**src/rtl/mano_irq_pkg.sv**
```systemverilog
// Shared definitions for the interrupt priority latch.
//   LINES       : number of request lines, fixed at 16 to match the 4-bit encoder
//   line_vec_t  : one bit per request line
//   irq_state_t : offer handshake state (IDLE / OFFER)
package mano_irq_pkg;

   localparam int LINES = 16;

   typedef logic [LINES-1:0] line_vec_t;

   typedef enum logic {
      IDLE  = 1'b0,
      OFFER = 1'b1
   } irq_state_t;

endpackage

```
**src/rtl/priority_pick16.sv**
```systemverilog
// Combinational lowest-index-wins one-hot selector.
//   req  : in  16  candidate lines
//   pick : out 16  one-hot lowest set bit of req, all-zero when req is zero
module priority_pick16
   import mano_irq_pkg::*;
(
   input  logic [LINES-1:0] req,
   output logic [LINES-1:0] pick
);

   genvar gi;
   generate
      for (gi = 0; gi < LINES; gi++) begin : g_pick
         if (gi == 0) begin : g_first
            assign pick[gi] = req[gi];
         end else begin : g_rest
            // A line wins only when no lower-index line is requesting.
            assign pick[gi] = req[gi] & ~(|req[gi-1:0]);
         end
      end
   endgenerate

endmodule

```
**src/rtl/irq_priority_latch.sv**
```systemverilog
// Interrupt request capture and one-at-a-time grant offer.
//   clock       : in   1   system clock, rising edge
//   reset       : in   1   synchronous active-high reset
//   request_in  : in   16  device request levels; 0->1 raises a request
//   mask_we     : in   1   load mask_in into the mask register
//   mask_in     : in   16  1 = line eligible for grant
//   enable_in   : in   1   global interrupt enable
//   ack_in      : in   1   sequencer accepted the offered grant
//   grant_out   : out  16  one-hot grant (zero when no offer), feeds encoder data_in
//   valid_out   : out  1   grant_out holds a live offer
//   pending_out : out  16  raw pending register
module irq_priority_latch
   import mano_irq_pkg::*;
(
   input  logic             clock,
   input  logic             reset,
   input  logic [LINES-1:0] request_in,
   input  logic             mask_we,
   input  logic [LINES-1:0] mask_in,
   input  logic             enable_in,
   input  logic             ack_in,
   output logic [LINES-1:0] grant_out,
   output logic             valid_out,
   output logic [LINES-1:0] pending_out
);

   line_vec_t  req_q_reg;
   line_vec_t  pending_reg;
   line_vec_t  pending_next;
   line_vec_t  mask_reg;
   line_vec_t  grant_reg;
   line_vec_t  grant_next;
   irq_state_t state_reg;
   irq_state_t state_next;

   line_vec_t  rise;
   line_vec_t  clr;
   line_vec_t  eligible;
   line_vec_t  pick;

   // Edge detect. req_q resets to all ones so lines already high when reset
   // releases are not mistaken for fresh requests.
   assign rise     = request_in & ~req_q_reg;
   // Masked lines are still captured into pending; they just cannot win.
   assign eligible = pending_reg & mask_reg;

   priority_pick16 u_pick (
      .req  (eligible),
      .pick (pick)
   );

   // State register and datapath registers.
   always_ff @(posedge clock) begin
      if (reset) begin
         req_q_reg   <= '1;
         pending_reg <= '0;
         mask_reg    <= '0;
         grant_reg   <= '0;
         state_reg   <= IDLE;
      end else begin
         req_q_reg   <= request_in;
         pending_reg <= pending_next;
         if (mask_we) begin
            mask_reg <= mask_in;
         end
         grant_reg   <= grant_next;
         state_reg   <= state_next;
      end
   end

   // Next-state logic. The grant register only loads on the IDLE->OFFER
   // transition, so neither a mask write nor a new higher-priority rise can
   // disturb an offer already on the bus.
   always_comb begin
      state_next = state_reg;
      grant_next = grant_reg;
      clr        = '0;
      case (state_reg)
         IDLE: begin
            if (enable_in && (|eligible)) begin
               state_next = OFFER;
               grant_next = pick;
            end
         end
         OFFER: begin
            // ack has priority over a same-cycle enable drop.
            if (ack_in) begin
               clr        = grant_reg;
               state_next = IDLE;
            end else if (!enable_in) begin
               state_next = IDLE;
            end
         end
         default: begin
            state_next = IDLE;
         end
      endcase
      // Set wins over clear when the granted line re-rises on the ack cycle.
      pending_next = (pending_reg & ~clr) | rise;
   end

   // Output logic.
   always_comb begin
      grant_out = '0;
      valid_out = 1'b0;
      if (state_reg == OFFER) begin
         grant_out = grant_reg;
         valid_out = 1'b1;
      end
   end

   assign pending_out = pending_reg;

endmodule
```
**config.mk**
```make
export PLATFORM = sky130hd
export DESIGN_NAME = irq_priority_latch
export DESIGN_NICKNAME = d
export VERILOG_FILES = /design/src/rtl/mano_irq_pkg.sv /design/src/rtl/priority_pick16.sv /design/src/rtl/irq_priority_latch.sv
export SDC_FILE = /design/constraint.sdc
export NUM_CORES = 1
export LEC_CHECK = 0
export ABC_AREA = 1
export BUFFER_PORTS_ARGS = -buffer_cell sky130_fd_sc_hd__buf_2
export CORE_ASPECT_RATIO = 0.7
export CORE_MARGIN = 2
export CORE_UTILIZATION = 25
export CTS_CLUSTER_SIZE = 40
export DETAILED_ROUTE_END_ITERATION = 10
export PLACE_DENSITY_LB_ADDON = 0.1
export SYNTH_ARGS = -nofsm -noshare
export SYNTH_HDL_FRONTEND = slang
export SYNTH_SLANG_ARGS = --single-unit
```
**constraint.sdc**
```tcl
create_clock -name clock -period 2.6 [get_ports clock]
set_clock_uncertainty 0.05 [all_clocks]
set_input_delay 0.39 -clock clock [delete_from_list [all_inputs] [get_ports clock]]
set_output_delay 0.39 -clock clock [all_outputs]
set_load 0.05 [all_outputs]
```
==> out/metrics.yaml, run 1 <==
diodes: 0
yosys.area_share.simple_pct: 35.4
syn_avg_cell_area_um2: 7.49
synth_seq_cells: 65
clk_pin_slew_worst_paths_ns: 0.06
hold_buffers: 0
pre_cts_ws_ns: 0.949
worst_slew_pin_slew_ns: 0.638
die_w_um: 131
hpwl_um: 5300
antenna_left: 0
ys_types: 25
htree_levels: 3
cts_setup_buffers: 0
nFillCells: 1234
cts_tree: "built"
p_leak_nw: 1.86
ys_top_cells_by_area: "dfxtp_1, nand2_1, nor2_1, inv_1, o21ai_0"
r2r_setup_slack_ns: 1.04
cts_root_buffer: "clkbuf_16"
synthTopCellsByCount: "nand2_1, dfxtp_1, nor2_1, inv_1, o21ai_0"
grt_use_total_pct: 13.3
netlist_instances: 378
async_flop_share_pct: 0
clock_latency_ns: 0.33
die_y_um: 93.0
io_buffers: 69
fin_util_pct: 32.8
reg2reg_to: "grant_reg[1]"
ir_drop_mv: 0.306
via_per_inst: 4.05
critical_path.max_fanout: 13
relSlewSlack_pct: 57.4
cap_violations: 0
layout-drive-gt1-share_pct: 30.8
cts_resized: 0
critPathKind: "flop to output port"
cts_buffers: 9
min_period_ns: 1.89
yosysTopAreaCell: "dfxtp_1"
drtPass1Iterations: 4
critical_path.endpoint: "grant_out[15]"
status: "completed"
ioPinCount: 70
drt_wl_total_um: 7570
fin_tns_setup_ns: 0
grt_overflow_total: 0
hold_depth: 2
synth.area.mux_share_pct: 0
core-area_um2: 11000
period_share_pct: 72.8
synthFlopType: "dfxtp_1"
grt_pass1_wl_um: 12500
vias: 2447
reg2reg_from: "pending_out[10]"
clockBufferDepth: 2
synth-xor-area-share_pct: 0
synth_top_area_share_pct: 46.0
drc: 0
synth_compound_area_share_pct: 9.24
grt_max_degree: 34
hold_class: "input port to flop"
synth_warnings: 0
finalSetupViolCount: 0
cts_sinks: 65
fin_ws_ns: 0.708
areaGrowthSynthToFinish_pct: 27.5
start_util_pct: 25.7
synth_top_family_by_area: "simple AND/OR/NAND/NOR gates"
gp_congestion: 0.729
worstSetupStartpoint: "state_reg"
drv_slew: 0
synth-seq-area-share_pct: 46.0
num_rows: 32
critPathCaptureType: "output port"
synth_edf_count: 0
die_area_um2: 12200
wl_per_cell_um: 12.5
multiInputGateArea_um2: 1260
grt_pass1_vias: 2461
synth_fp_nets: 415
regArea_um2: 1300
fmax_ghz: 0.529
synth_area_um2: 2830
antenna_found_initial: 0
synthAdderAreaFrac_pct: 0
drt_iter0_markers: 94
reg2reg_depth: 8
hold_violations: 0
fin_nets: 484
rsz0062_at_grt: "false"
cp.arrival_ns: 1.45
critPathLaunchType: "flop"
power_density_nw_per_um2: 756
synth_most_common_cell: "nand2_1"
worstPathRequired_ns: 2.16
-- area by class of cell --
cell class              instances  share of cell area (%)
clock inverters                 3                    1.11
well taps                     153                    5.31
multi-input cells             250                    35.0
flip-flops and latches         65                    36.1
repair buffers                 72                    10.2
clock buffers                  12                    7.11
inverters                      49                    5.24
-- per-stage QoR --
stage	total power, mW	instance area, µm²	hold slack (ns)	cells
after floorplan	1.43	2830	0.405	378
final	2.73	3610	0.207	604
after global placement	1.53	3310	0.419	589
after global routing	2.86	3610	0.201	604
after detailed placement	1.53	3310	0.419	589
after CTS	2.77	3610	0.196	604
-- power breakdown --
group / leakage (nW) / switching, mW / internal [mW]
Sequential: 0.537 / 0.0478 / 1.07
Combinational: 1.18 / 0.261 / 0.128
Clock: 0.148 / 0.435 / 0.786
-- critical path, stage by stage, from the launching register on --
cell	delay, ns
dfxtp_1	0.43
buf_4	0.26
nand2_1	0.11
inv_1	0.06
buf_2	0.25
-- cell families after synthesis --
| family | count (synthesis) |
|---|---|
| buffers and inverters | 63 |
| and+or+nand+nor | 200 |
| AOI/OAI and AO/OA | 50 |
| DFF | 65 |
-- metal layers --
layer	up-vias	GRT usage, %	wire length (µm)
met1	1086	18.9	4170
met5	-	0	0
met2	48	18.6	2950
met4	0	4.89	105
li1	1304	-	-
met3	9	4.23	340
-- cell usage in the layout, fill, tap and decap left out, types with 2 or more instances in the layout --
cell type and n:
nand2_2 8, nor3_1 2, nand4_1 7, clkbuf_16 9
nor2_2 12, nand3_2 6, buf_2 69, a21oi_1 17
clkinv_2 2, clkbuf_8 2, nand3_1 13, nor2_1 57
or2_2 16, buf_4 3, dfxtp_1 65, o21ai_0 32
nand2_4 2, nor2_8 2, nand2_1 71, nor2_4 3
inv_1 47
-- worst min path at each step --
stage,from,endpoint
floorplan,grant_reg[2],grant_reg[2]
global placement,req_q_reg[0],pending_out[0]
detailed placement,req_q_reg[14],pending_out[14]
CTS,request_in[4],req_q_reg[4]
global route,request_in[7],req_q_reg[7]
finish,request_in[6],req_q_reg[6]
No activity file was read; power rests on OpenSTA's default activity.
==> run 2: changes to the inputs <==
- clock period: 2.6 -> 1.73 ns (I/O delays scaled with it)
==> run 2 against run 1 <==
Net effect: sequential share of layout area shrank 0.10 points; global-route usage up 0.14 points; utilization rose by 0.13 points; setup slack worse by 0.55 ns; wire length is 1.1% higher; cell count is 0.66% higher; critical endpoint is now grant_out[5].
==> out/metrics.yaml, run 2 (synthesized netlist as in run 1, its figures left out) <==
status: "completed"
drt_iter0_markers: 106  # +13%
swShare_pct: 27.8  # +0.55 points
io_buffers: 69  # unchanged
gp_congestion: 0.762  # +4.6%
whs_ns: 0.0794  # -0.128 ns
cp_top_family: "buffers and inverters"
hold_buffers: 0  # unchanged
p_leak_nw: 1.87  # +0.27%
diodes: 0  # unchanged
cts_sinks: 65  # unchanged
most-common-layout-cells: "nand2_1, buf_2, dfxtp_1"
grt_use_total_pct: 13.4  # +0.14 points
power_frac_clock_pct: 42.3  # -2.4 points
clock_latency_ns: 0.33  # about the same
critPathCaptureType: "output port"
reg2reg_from: "pending_out[6]"
path_buf_inv: 3  # unchanged
areaGrowthSynthToFinish_pct: 28.0
fmax_ghz: 0.635
grt_overflow_total: 0  # unchanged
hold_class: "input port to flop"
final_cells: 608  # +0.66%
drv_slew: 0  # unchanged
ir_drop_mv: 0.482  # +57%
core-area_um2: 11000  # unchanged
max_stage_delay_ns: 0.33  # -0.10 ns
cts_root_buffer: "clkbuf_16"
period_share_pct: 91.0
worst_slew_pin_slew_ns: 0.571  # -0.0671 ns
vias: 2489  # +1.7%
dp.cells: 592  # +0.51%
cts_buffers: 9  # unchanged
critPathKind: "flop to output port"
power_density_nw_per_um2: 1090  # +44%
via_per_inst: 4.09  # +1.0%
hold_violations: 0  # unchanged
min_period_ns: 1.57
worstHoldStart: "request_in[2]"
p_comb_share_pct: 15.2  # +1.0 points
clockBufferDepth: 2  # unchanged
finalSetupViolCount: 0  # unchanged
fin_tns_setup_ns: 0  # unchanged
grt_pass1_wl_um: 12700  # +1.2%
clk_pin_slew_worst_paths_ns: 0.06  # about the same
cap_violations: 0  # unchanged
critical_path.cell_chain: "buf_6, nand2_1, inv_1, buf_2"
drc: 0  # unchanged
p_sw_mw: 1.10  # +48%
antenna_left: 0  # unchanged
fin_nets: 487  # +0.62%
die_y_um: 93.0  # unchanged
grt_pass1_vias: 2532  # +2.9%
htree_levels: 3  # unchanged
die_w_um: 131  # unchanged
rsz0062_at_grt: "false"
pre_cts_ws_ns: 0.227  # -0.722 ns
crit_path_top_delay_cell: "dfxtp_2"
p_int_mw: 2.85  # +44%
worstSetupStartpoint: "state_reg"
pwr-share-seq_pct: 42.5  # +1.5 points
hpwl_um: 5440  # +2.6%
nFillCells: 1230  # -0.32%
critical_path.max_fanout: 18  # +5
worstPathRequired_ns: 1.42  # -0.74 ns
cts_setup_buffers: 0  # unchanged
die_area_um2: 12200  # unchanged
critPathLaunchType: "flop"
ioPinCount: 70  # unchanged
relSlewSlack_pct: 61.9  # +4.5 points
layout_commonest_cell: "nand2_1"
cts_resized: 0  # unchanged
num_rows: 32  # unchanged
cts_tree: "built"
start_util_pct: 25.7  # unchanged
drtPass1Iterations: 5  # +1
fin_util_pct: 32.9  # +0.13 points
cp.arrival_ns: 1.26  # -0.19 ns
layout-drive-gt1-share_pct: 31.4  # +0.61 points
fin_ws_ns: 0.156  # -0.552 ns
antenna_found_initial: 0  # unchanged
grt_max_degree: 34  # unchanged
drt_wl_total_um: 7650  # +1.1%
wl_per_cell_um: 12.6  # +0.43%
-- run 2: cell types whose count changed in the layout (fill, tap and decap cells not counted) --
cell       before  now
buf_2          69   66
buf_4           3    5
buf_6           0    1
bufinv_16       1    0
clkbuf_1        1    2
clkbuf_4        0    3
clkinv_2        2    3
dfxtp_1        65   64
dfxtp_2         0    1
-- run 2: area by class of cell --
type,instances,area [µm²],share of cell area (%)
clock buffer,13,260,7.18
clock inverter,3,15.0,0.415
inverter,49,189,5.22
multi-input combinational,250,1260,34.9
sequential,65,1300,36.0
tap,153,191,5.28
timing repair buffer,75,402,11.1
-- run 2: final timing paths --
check	depth (start not counted)	end	slack, ns
max	4	grant_out[5]	0.16
min	2	req_q_reg[2]	0.08
max reg2reg	8	grant_reg[1]	0.23
min reg2reg	3	pending_out[0]	0.42
-- run 2: per-layer routing --
metal / wire, µm / track usage (%)
met5: 0 / 0
met4: 101 / 4.98
met3: 359 / 4.34
met2: 3010 / 19.3
met1: 4180 / 18.6
-- run 2: worst register-to-register path, delay by kind of cell, from the launching register on --
family	cells	cell delay (ns)
flops	1	0.39
simple gates	8	1.02
-- run 2: stage by stage --
stage / power (mW) / area [µm²]
after floorplan: 2.15 / 2830
after global placement: 2.31 / 3340
after detailed placement: 2.31 / 3340
after CTS: 4.01 / 3610
after global routing: 4.14 / 3620
final: 3.95 / 3620
-- run 2: power groups by stage --
stage               sequential (mW)  clock, mW  combinational (mW)
global placement               1.71          0               0.605
finish                         1.68       1.67               0.599
detailed placement             1.71          0               0.603
global route                   1.69       1.78               0.671
floorplan                      1.77          0               0.382
CTS                            1.68       1.72               0.606
==> run 3: changes to the inputs <==
- PLACE_DENSITY: not set -> 0.53
- PLACE_DENSITY_LB_ADDON: 0.1 -> not set
==> run 3 against run 2 <==
Net effect: largest power group is now the clock network; power grew 11%; critical endpoint is now grant_out[4]; register-to-register slack better by 0.02 ns; sequential share of layout area is 0.95 points lower; setup slack worse by 0.078 ns; final area rose by 2.9%; sequential power about the same; critical path type unchanged; flip-flop and latch count unchanged; cell count up 0.33%.
==> out/metrics.yaml, run 3 (synthesized netlist as in run 1, its figures left out) <==
status: "completed"
p_leak_nw: 1.91  # +2.0%
rsz0062_at_grt: "false"
critical_path.max_fanout: 10  # -8
clockBufferDepth: 2  # unchanged
power_density_nw_per_um2: 1170  # +7.4%
layout-drive-gt1-share_pct: 32.2  # +0.74 points
die_area_um2: 12200  # unchanged
critPathLaunchType: "flop"
grt_overflow_total: 0  # unchanged
wl_per_cell_um: 12.5  # -0.93%
fin_tns_setup_ns: 0  # unchanged
whs_ns: 0.0767  # -0.00270 ns
hold_violations: 0  # unchanged
cts_sinks: 65  # unchanged
cap_violations: 0  # unchanged
critPathKind: "flop to output port"
io_buffers: 69  # unchanged
via_per_inst: 4.13  # +0.95%
htree_levels: 3  # unchanged
period_share_pct: 95.5  # +4.5 points
clock_latency_ns: 0.33  # about the same
placed_area_um2: 3360  # +0.83%
drtPass1Iterations: 4  # -1
reg2reg_to: "grant_reg[1]"
p_sw_mw: 1.14  # +4.2%
p_int_mw: 3.22  # +13%
met1_usage_pct: 17.8  # -0.82 points
antenna_left: 0  # unchanged
drc: 0  # unchanged
grt_pass1_wl_um: 12400  # -2.4%
fin_nets: 489  # +0.41%
antenna_found_initial: 0  # unchanged
drv_slew: 0  # unchanged
reg2reg_from: "pending_out[4]"
gp_congestion: 0.778  # +2.1%
fmax_ghz: 0.606  # -4.7%
reg2reg_depth: 8  # unchanged
drt_wl_total_um: 7600  # -0.60%
grt_pass1_vias: 2499  # -1.3%
drt_iter0_markers: 100  # -5.7%
final_area_um2: 3730  # +2.9%
worstPathRequired_ns: 1.42  # about the same
fin_util_pct: 33.9  # +0.95 points
hold_depth: 2  # unchanged
min_period_ns: 1.65  # +0.0777 ns
r2r_setup_slack_ns: 0.25  # +0.02 ns
layout_commonest_cell: "nand2_1"
relSlewSlack_pct: 61.3  # -0.55 points
critical_path.endpoint: "grant_out[4]"
hold_class: "input port to flop"
vias: 2521  # +1.3%
grt_max_degree: 33  # -2.9%
power_frac_clock_pct: 47.7  # +5.4 points
worst_slew_pin_slew_ns: 0.579  # +0.00818 ns
ir_drop_mv: 0.431  # -11%
most-common-layout-cells: "nand2_1, dfxtp_1, buf_2"
cts_tree: "built"
die_y_um: 93.0  # unchanged
start_util_pct: 25.7  # unchanged
final_cells: 610  # +0.33%
hold_buffers: 0  # unchanged
worstHoldStart: "request_in[5]"
hpwl_um: 5610  # +3.1%
cp.arrival_ns: 1.34  # +0.08 ns
diodes: 0  # unchanged
worstSetupStartpoint: "state_reg"
areaGrowthSynthToFinish_pct: 31.7
cts_setup_buffers: 0  # unchanged
cts_buffers: 9  # unchanged
clk_pin_slew_worst_paths_ns: 0.06  # about the same
dp.cells: 594  # +0.34%
met2_usage_pct: 19.6  # +0.35 points
cts_root_buffer: "clkbuf_16"
pwr-share-seq_pct: 38.4  # -4.1 points
swShare_pct: 26.2  # -1.6 points
die_w_um: 131  # unchanged
use_met3_pct: 4.39  # +0.054 points
core-area_um2: 11000  # unchanged
finalSetupViolCount: 0  # unchanged
critPathCaptureType: "output port"
grt_use_total_pct: 13.1  # -0.34 points
num_rows: 32  # unchanged
ioPinCount: 70  # unchanged
grt-busiest-layer: "met2"
p_comb_share_pct: 13.8  # -1.4 points
run 3: cell count changes in the layout (fill, tap and decap cells not counted), sizes merged:
cell      change
clkinvlp      +2
clkbuf        -5
clkinv        -1
bufinv        +3
buf           +3
run 3: final cells by class:
type | instances | area [µm²]
fillers | 1191 | 7280
flip-flops and latches | 65 | 1310
multi-input cells | 250 | 1260
repair buffers | 77 | 435
clock buffers | 9 | 225
well taps | 153 | 191
inverters | 49 | 189
clock inverters | 7 | 119
run 3: worst max-delay path: stages (launching register included):
cell and delay (ns):
dfxtp_4 0.41, buf_4 0.20, nand2_1 0.10, inv_1 0.05, buf_2 0.25
run 3: routing by layer:
layer | wire length [µm] | up-vias | share of wire [%]
li1 | - | 1316 | -
met1 | 3990 | 1145 | 52
met2 | 3140 | 53 | 41
met3 | 379 | 7 | 5.0
met4 | 88 | 0 | 1.2
met5 | 0 | - | 0
run 3: through the flow:
step           power (mW)  setup WS, ns
3_5_place_dp         2.32         0.260
4_1_cts              4.42      0.000269
2_1_floorplan        2.15        0.0368
6_report             4.37        0.0786
5_1_grt              4.57        0.0162
3_3_place_gp         2.31         0.265
run 3: worst min-delay path by stage:
stage	end	slack, ns
3_3_place_gp	req_q_reg[14]	0.41
5_1_grt	req_q_reg[15]	0.08
4_1_cts	req_q_reg[14]	0.07
6_report	req_q_reg[5]	0.08
2_1_floorplan	req_q_reg[0]	0.31
3_5_place_dp	req_q_reg[14]	0.41
run 3: what timing repair did:
item                       4_1_cts  5_1_grt
hold endpoints to repair         0        0
resized for setup                5        3
setup endpoints to repair        5        8
cloned                           0        0
run 3: power groups by stage:
stage / clock, mW / sequential, mW / combinational [mW]
finish: 2.08 / 1.68 / 0.603
global route: 2.20 / 1.69 / 0.675
CTS: 2.13 / 1.68 / 0.610
detailed placement: 0 / 1.71 / 0.605
global placement: 0 / 1.71 / 0.600
floorplan: 0 / 1.77 / 0.382
